===== src/rtl/alu_4bit_pkg.sv =====
// alu_4bit_pkg: shared width and opcode constants for alu_4bit
package alu_4bit_pkg;
  localparam int W = 4;
  typedef enum logic [2:0] {
    OP_ADD = 3'b000,
    OP_SUB = 3'b001,
    OP_AND = 3'b010,
    OP_OR  = 3'b011,
    OP_XOR = 3'b100,
    OP_NOT = 3'b101,
    OP_SHL = 3'b110,
    OP_SHR = 3'b111
  } op_t;
endpackage


===== src/rtl/alu_4bit_addsub.sv =====
// alu_4bit_addsub: shared adder computing a+b or a+~b+1 with carry and signed overflow
module alu_4bit_addsub
  import alu_4bit_pkg::*;
(
  input  logic [W-1:0] a,
  input  logic [W-1:0] b,
  input  logic         sub,
  output logic [W-1:0] sum,
  output logic         cout,
  output logic         overflow
);
  logic [W-1:0] bx;
  assign bx = sub ? ~b : b;
  assign {cout, sum} = {1'b0, a} + {1'b0, bx} + {{W{1'b0}}, sub};
  assign overflow = (a[W-1] == bx[W-1]) && (sum[W-1] != a[W-1]);
endmodule


===== src/rtl/alu_4bit.sv =====
// alu_4bit: registered 4-bit ALU, shifts enabled by ALU_SHIFT_EN
module alu_4bit
  import alu_4bit_pkg::*;
(
  input  logic         clk,
  input  logic         rst,
  input  logic         in_valid,
  input  logic [2:0]   opcode,
  input  logic [W-1:0] a,
  input  logic [W-1:0] b,
  output logic [W-1:0] result,
  output logic         cout,
  output logic         zero,
  output logic         overflow,
  output logic         out_valid
);
  logic [W-1:0] as_sum, r;
  logic as_c, as_v, c, v;
  alu_4bit_addsub u_addsub (
    .a(a),
    .b(b),
    .sub(opcode == OP_SUB),
    .sum(as_sum),
    .cout(as_c),
    .overflow(as_v)
  );
  // next result and flags selected by opcode; unsupported opcodes yield zeros
  always_comb begin
    r = '0;
    c = 1'b0;
    v = 1'b0;
    case (opcode)
      OP_ADD, OP_SUB: begin
        r = as_sum;
        c = as_c;
        v = as_v;
      end
      OP_AND: r = a & b;
      OP_OR:  r = a | b;
      OP_XOR: r = a ^ b;
      OP_NOT: r = ~a;
`ifdef ALU_SHIFT_EN
      OP_SHL: {c, r} = {a, 1'b0};
      OP_SHR: {r, c} = {1'b0, a};
`endif
      default: r = '0;
    endcase
  end
  // capture on accepted input, hold otherwise; reset wins over in_valid
  always_ff @(posedge clk) begin
    if (rst) begin
      result    <= '0;
      cout      <= 1'b0;
      zero      <= 1'b0;
      overflow  <= 1'b0;
      out_valid <= 1'b0;
    end else begin
      out_valid <= in_valid;
      if (in_valid) begin
        result   <= r;
        cout     <= c;
        zero     <= (r == '0);
        overflow <= v;
      end
    end
  end
endmodule


===== config.mk =====
export PLATFORM = sky130hd
export DESIGN_NAME = alu_4bit
export DESIGN_NICKNAME = d
export VERILOG_FILES = /design/src/rtl/alu_4bit_pkg.sv /design/src/rtl/alu_4bit_addsub.sv /design/src/rtl/alu_4bit.sv
export SDC_FILE = /design/constraint.sdc
export NUM_CORES = 1
export LEC_CHECK = 0
export CORE_MARGIN = 2
export CORE_UTILIZATION = 53
export CTS_BUF_LIST = sky130_fd_sc_hd__clkbuf_2
export DETAILED_ROUTE_END_ITERATION = 8
export PLACE_DENSITY = 0.86
export SYNTH_ARGS = -nofsm -noshare
export SYNTH_HDL_FRONTEND = slang
export SYNTH_SLANG_ARGS = --single-unit

===== constraint.sdc =====
create_clock -name clk -period 5.7 [get_ports clk]
set_input_delay 1.14 -clock clk [delete_from_list [all_inputs] [get_ports clk]]
set_output_delay 1.14 -clock clk [all_outputs]
set_load 0.02 [all_outputs]

**Word level (Yosys, flattened, before mapping)**

Cells that the tools add are included.

- $add $sub $neg: 2
- Multiply operators: 0
- Div/mod/pow operators: 0
- Order comparisons: 0
- Eq/ne operators: 7
- Shift operators: 0
- Muxes and demuxes: 4
- Bitwise logic cells: 5
- Reductions and logical operators: 4

Operators with widths:

| cell | count |
|---|---|
| 4-bit one-hot mux with 5 select lines | 1 |
| 4-bit NOT | 2 |
| 3-bit by 2-bit == test with 1-bit output (second input constant) | 2 |
| 3-bit == test (second input constant) | 2 |
| 4-bit by 4-bit adder with 5-bit output | 1 |
| 5-bit by 1-bit adder with 5-bit output | 1 |
| 4-bit bitwise AND | 1 |
| 4-bit zero test | 1 |
| 4-bit two-way mux | 1 |
| 4-bit bitwise OR | 1 |
| 4-bit XOR | 1 |
| 3-bit by 1-bit == test with 1-bit output (second input constant) | 1 |
| 3-bit zero test | 1 |
| 1-bit two-way mux | 2 |
| 2-bit OR reduction | 1 |
| 1-bit == test | 1 |
| 1-bit logical AND | 1 |
| 1-bit != test | 1 |

- Flip-flop bits (word level): 8
- Latch bits: 0
- Bits in writable memories: 0
- Memory bits (read-only): 0
- Input bits: 14
- Output and inout bits: 8
- Logic and storage cells: 27
- Memories kept: 0

**Depth between registers and ports, before layout**

- Word-level depth: 7
- Mapped depth: 12
- Gate-level depth less buffers: 10

**Hierarchy**

From an unflattened synthesis, not the netlist that was laid out.

- Cells, all modules: 98
- Area total of the unflattened synthesis: 802.0 um^2

Modules (own cells, without submodules):

| module | times used | cells each | area an instance (um^2) | sequential area each (um^2) |
|---|---|---|---|---|
| alu_4bit | 1 | 80 | 608.1 | 160.2 |
| alu_4bit_addsub | 1 | 18 | 193.9 | 0.0 |

**Worst setup path after synthesis**

Ideal clock, no wire load.

- Path type: input to register
- Start: in opcode[1]
- End: reg zero
- Setup time: 0.059 ns
- Data arrival time: 3.138 ns
- Required time: 5.641 ns
- Path slack: 2.503 ns
- Stages on the path: 11
- Path buffers: 2
- Path through: buf_2 nor2_2 and2_1 clkbuf_1 xnor2_1 inv_1 fa_1 o22a_1 nor2_1 a2111oi_0 a31o_1

- Cells in the longest elaborated chain, start to end: 6
- Elaborated cells between the ends (all ways): 12
- Classes of those cells: add/sub (2); eq/ne (5); mux (2); reduce/logical (3)

Ends and longest elaborated chain:

| item | line | source |
|---|---|---|
| start: declaration | alu_4bit.sv:8 | `input logic [2:0] opcode,` |
| 3-bit by 1-bit == test with 1-bit output | alu_4bit.sv:22, alu_4bit.sv:32 |  |
| 4-bit two-way mux | alu_4bit_addsub.sv:13 | `assign bx = sub ? ~b : b;` |
| 4-bit by 4-bit adder with 5-bit output | alu_4bit_addsub.sv:14 | `assign {cout, sum} = {1'b0, a} + {1'b0, bx} + {{W{1'b0}}, sub};` |
| 5-bit by 1-bit adder with 5-bit output | alu_4bit_addsub.sv:14 |  |
| 4-bit one-hot mux with 5 select lines * | alu_4bit.sv:32 | `case (opcode)` |
| 4-bit zero test * | alu_4bit.sv:62 | `zero <= (r == '0);` |
| end signal: assignment | alu_4bit.sv:62 |  |
| end: declaration | alu_4bit.sv:13 | `output logic zero,` |

Every way passes the cells marked *; elsewhere a longest branch is shown, timed or not.
A chain may end at the register's enable or synchronous reset.

**Worst setup path in the final report**

- Start: in opcode[0]
- End: reg zero

The elaborated chain is that of the path after synthesis.

==> results.py <==
metrics = {
    "outcome": {
        "outcome": "complete, no violations",
    },
    "grt": {
        "grt_pass1_wl_um": 3070,
        "grt_pass1_vias": 740,
        "antenna_found_initial": 0,
        "grt_usage": 0.216,
        "grt-ovfl-total": 0,
        "grt_max_degree": 15,
    },
    "route": {
        "postRouteAntennaNets": 0,
        "drc": 0,
        "route.vias.total": 752,
        "first_iter_violations": 6,
        "dr.pass1.iters": 2,
        "routed_wl_um": 1650,
        "routed_via_density": 5.53,
        "avgRoutedWirePerCell_um": 12.1,
    },
    "sta": {
        "slew_headroom": 0.665,
        "layout_setup_ws_ps": 2090,
        "period_needed_ps": 3610,
        "period_share": 0.633,
        "clock.fmax_ghz": 0.277,
        "finalSetupViolCount": 0,
        "worst_pin_slew_ps": 500,
        "slew_viol_final": 0,
        "tns_ps": 0,
        "clock_skew_ps": 0,
        "rsz0062_at_grt": "no",
        "hold_viol_final": 0,
    },
    "layout": {
        "synthToLayoutAreaGrowth_pct": 26.4,
        "finalInstanceArea_mm2": 0.00104,
        "nNetsFinal": 149,
        "multiInputGateArea_um2": 593,
        "antenna_cells": 0,
        "fillCellCount": 123,
        "ff_latch_area_um2": 160,
        "layout-drive-gt1-share": 0.0417,
    },
    "synth": {
        "syn_area_um2": 820,
        "synth_nets": 129,
        "synth_warnings": 0,
        "avgSynthCellArea_um2": 8.03,
        "yosysSeqAreaShare": 0.195,
        "ys_top_cells_by_area": "dfxtp_1 (20%), ha_1 (18%), xnor2_1 (5.3%)",
        "netlist_instances": 102,
        "ys_ff_latch": 8,
        "synth_cell_type_count": 32,
        "synth_top_area_share": 0.195,
        "synth_top_area_cell": "dfxtp_1",
    },
    "power_and_ir_drop": {
        "p_clk_frac": 0.192,
        "powerDensity_mw_per_mm2": 158,
        "p_sw_frac": 0.335,
        "internal_power_uw": 109,
        "seq_power_share": 0.372,
        "p_leak_uw": 0.000435,
        "combPwrFrac": 0.437,
        "ir_worst_vdd_uv": 68.0,
        "p_sw_uw": 55.0,
    },
    "die": {
        "ioPinCount": 22,
        "core_area_mm2": 0.00147,
        "die_y_um": 43.3,
        "die-area_mm2": 0.00188,
        "num_rows": 14,
        "start_util": 0.557,
        "die_w_um": 43.3,
    },
    "setup_path": {
        "worstSetupStartpoint": "opcode[0]",
        "crit-reg2reg-launch": "zero",
        "cp.arrival_ps": 3730,
        "rr_endpoint": "zero",
        "required_ps": 5820,
        "cp-endpoint": "zero",
        "rrSetupSlack_ps": 4960,
        "path_class": "primary input to flip-flop",
        "worstPathMaxFanout": 14,
        "critical_path.startpoint_type": "primary input",
        "rr_worst_depth": 2,
        "endpoint_kind": "flip-flop",
    },
    "flow_run": {
        "max_cap_viol_count": 0,
    },
    "placed_design": {
        "gp_congestion": 0.838,
        "place_area_mm2": 0.00102,
        "io_buffer_count": 21,
        "dp_hpwl_um": 1420,
        "post-place-ws_ps": 1830,
    },
    "clock_tree": {
        "cts_tree": "built",
        "h-tree-depth": 1,
        "postCtsHoldBufs": 0,
        "postCtsSetupBuffers": 0,
        "cts_buffer_depth": 2,
        "clk_latency_ps": 230,
        "cts-root-buf": "clkbuf_2",
        "clk_pin_slew_ps": 70,
        "cts_buffers": 3,
        "cts_resized": 0,
        "cts.sink_count": 8,
    },
    "worst_hold_path": {
        "worstHoldPathType": "flip-flop to flip-flop",
    },
}
worst min-delay path by stage:
stage | from | to | slack [ps] | cells past startpoint
floorplan | cout | cout | 550 | 2
global placement | result[0] | result[0] | 460 | 2
detailed placement | overflow | overflow | 460 | 2
CTS | overflow | overflow | 470 | 2
global route | overflow | overflow | 500 | 2
finish | overflow | overflow | 470 | 2
sequential cells by signal, indices dropped and copies added, names as in the netlist:
name / cells
out_valid: 1
overflow: 1
zero: 1
cout: 1
result: 4
cells by family (layout without fill, tap and decap cells):
family,count (synthesis),in the layout,share of synthesized area
simple gates,36,36,0.244
compound gates,20,20,0.169
buf+inv,16,34,0.0809
fa+ha+maj,13,13,0.208
flops,8,8,0.195
xor+xnor,5,5,0.0534
mux,4,4,0.0489
final cells by class:
cell class | count | area share
inverters | 10 | 0.0362
repair buffers | 21 | 0.203
flip-flops and latches | 8 | 0.155
multi-input cells | 78 | 0.572
clock buffers | 3 | 0.0145
well taps | 16 | 0.0193
cell usage in the layout (no fill, tap or decap), types with 2 or more instances in the layout:
| cell type | count |
|---|---|
| a211oi_1 | 5 |
| a21oi_1 | 4 |
| clkbuf_2 | 3 |
| clkdlybuf4s50_1 | 21 |
| dfxtp_1 | 8 |
| ha_1 | 12 |
| inv_1 | 10 |
| mux2i_1 | 4 |
| nand2_1 | 7 |
| nand2b_1 | 3 |
| nand4_1 | 2 |
| nand4b_1 | 3 |
| nor2_1 | 8 |
| nor2b_1 | 2 |
| nor3b_1 | 5 |
| o211ai_1 | 2 |
| o21ai_1 | 4 |
| xnor2_1 | 5 |
metrics by stage:
stage | power (µW) | instances | hold slack (ps) | utilization
2_1_floorplan | 109 | 102 | 547 | -
3_3_place_gp | 132 | 133 | 464 | 0.694
3_5_place_dp | 134 | 133 | 463 | 0.694
4_1_cts | 166 | 136 | 474 | 0.704
5_1_grt | 178 | 136 | 499 | 0.704
6_report | 164 | 136 | 472 | 0.704
power by group through the flow:
stage / combinational, µW / clock (µW) / sequential [µW]
after global placement: 69.8 / 0 / 62.0
after global routing: 80.3 / 36.4 / 61.5
after CTS: 72.2 / 32.9 / 61.1
final: 71.6 / 31.4 / 61.0
after floorplan: 42.2 / 0 / 66.5
after detailed placement: 71.8 / 0 / 62.3
cell usage after synthesis:
cell and n:
mux2i_1 4, nand4_1 2, inv_1 10, and2_1 1, a21oi_1 4, nand4b_1 3, nor2b_1 2, nand3b_1 1
buf_2 2, buf_1 1, o21ai_1 4, ha_1 12, nor2_2 1, buf_4 1, xnor2_1 5, a31o_1 1
clkbuf_1 2, nand3_1 1, nor3b_1 5, o211ai_1 2, nand2_1 7, nor3_1 1, nand2b_1 3, dfxtp_1 8
a211oi_1 5, o21a_1 1, or3_1 1, a211oi_2 1, a2111oi_0 1, nor2_1 8, fa_1 1, o22a_1 1
layer usage:
metal  GRT usage  part of all wire  vias up
li1            -                 -      397
met1       0.238              0.43      335
met2       0.400              0.53       20
met3      0.0340             0.047        0
met4      0.0909                 0        0
met5           0                 0        -
critical path, stage by stage:
cell,delay (ps)
clkdlybuf4s50_1,780
and2_1,330
xnor2_1,130
ha_1,340
nand4b_1,180
or3_1,360
a21oi_1,160
a211oi_1,90
a31o_1,220
No activity file was read; power rests on OpenSTA's default activity.
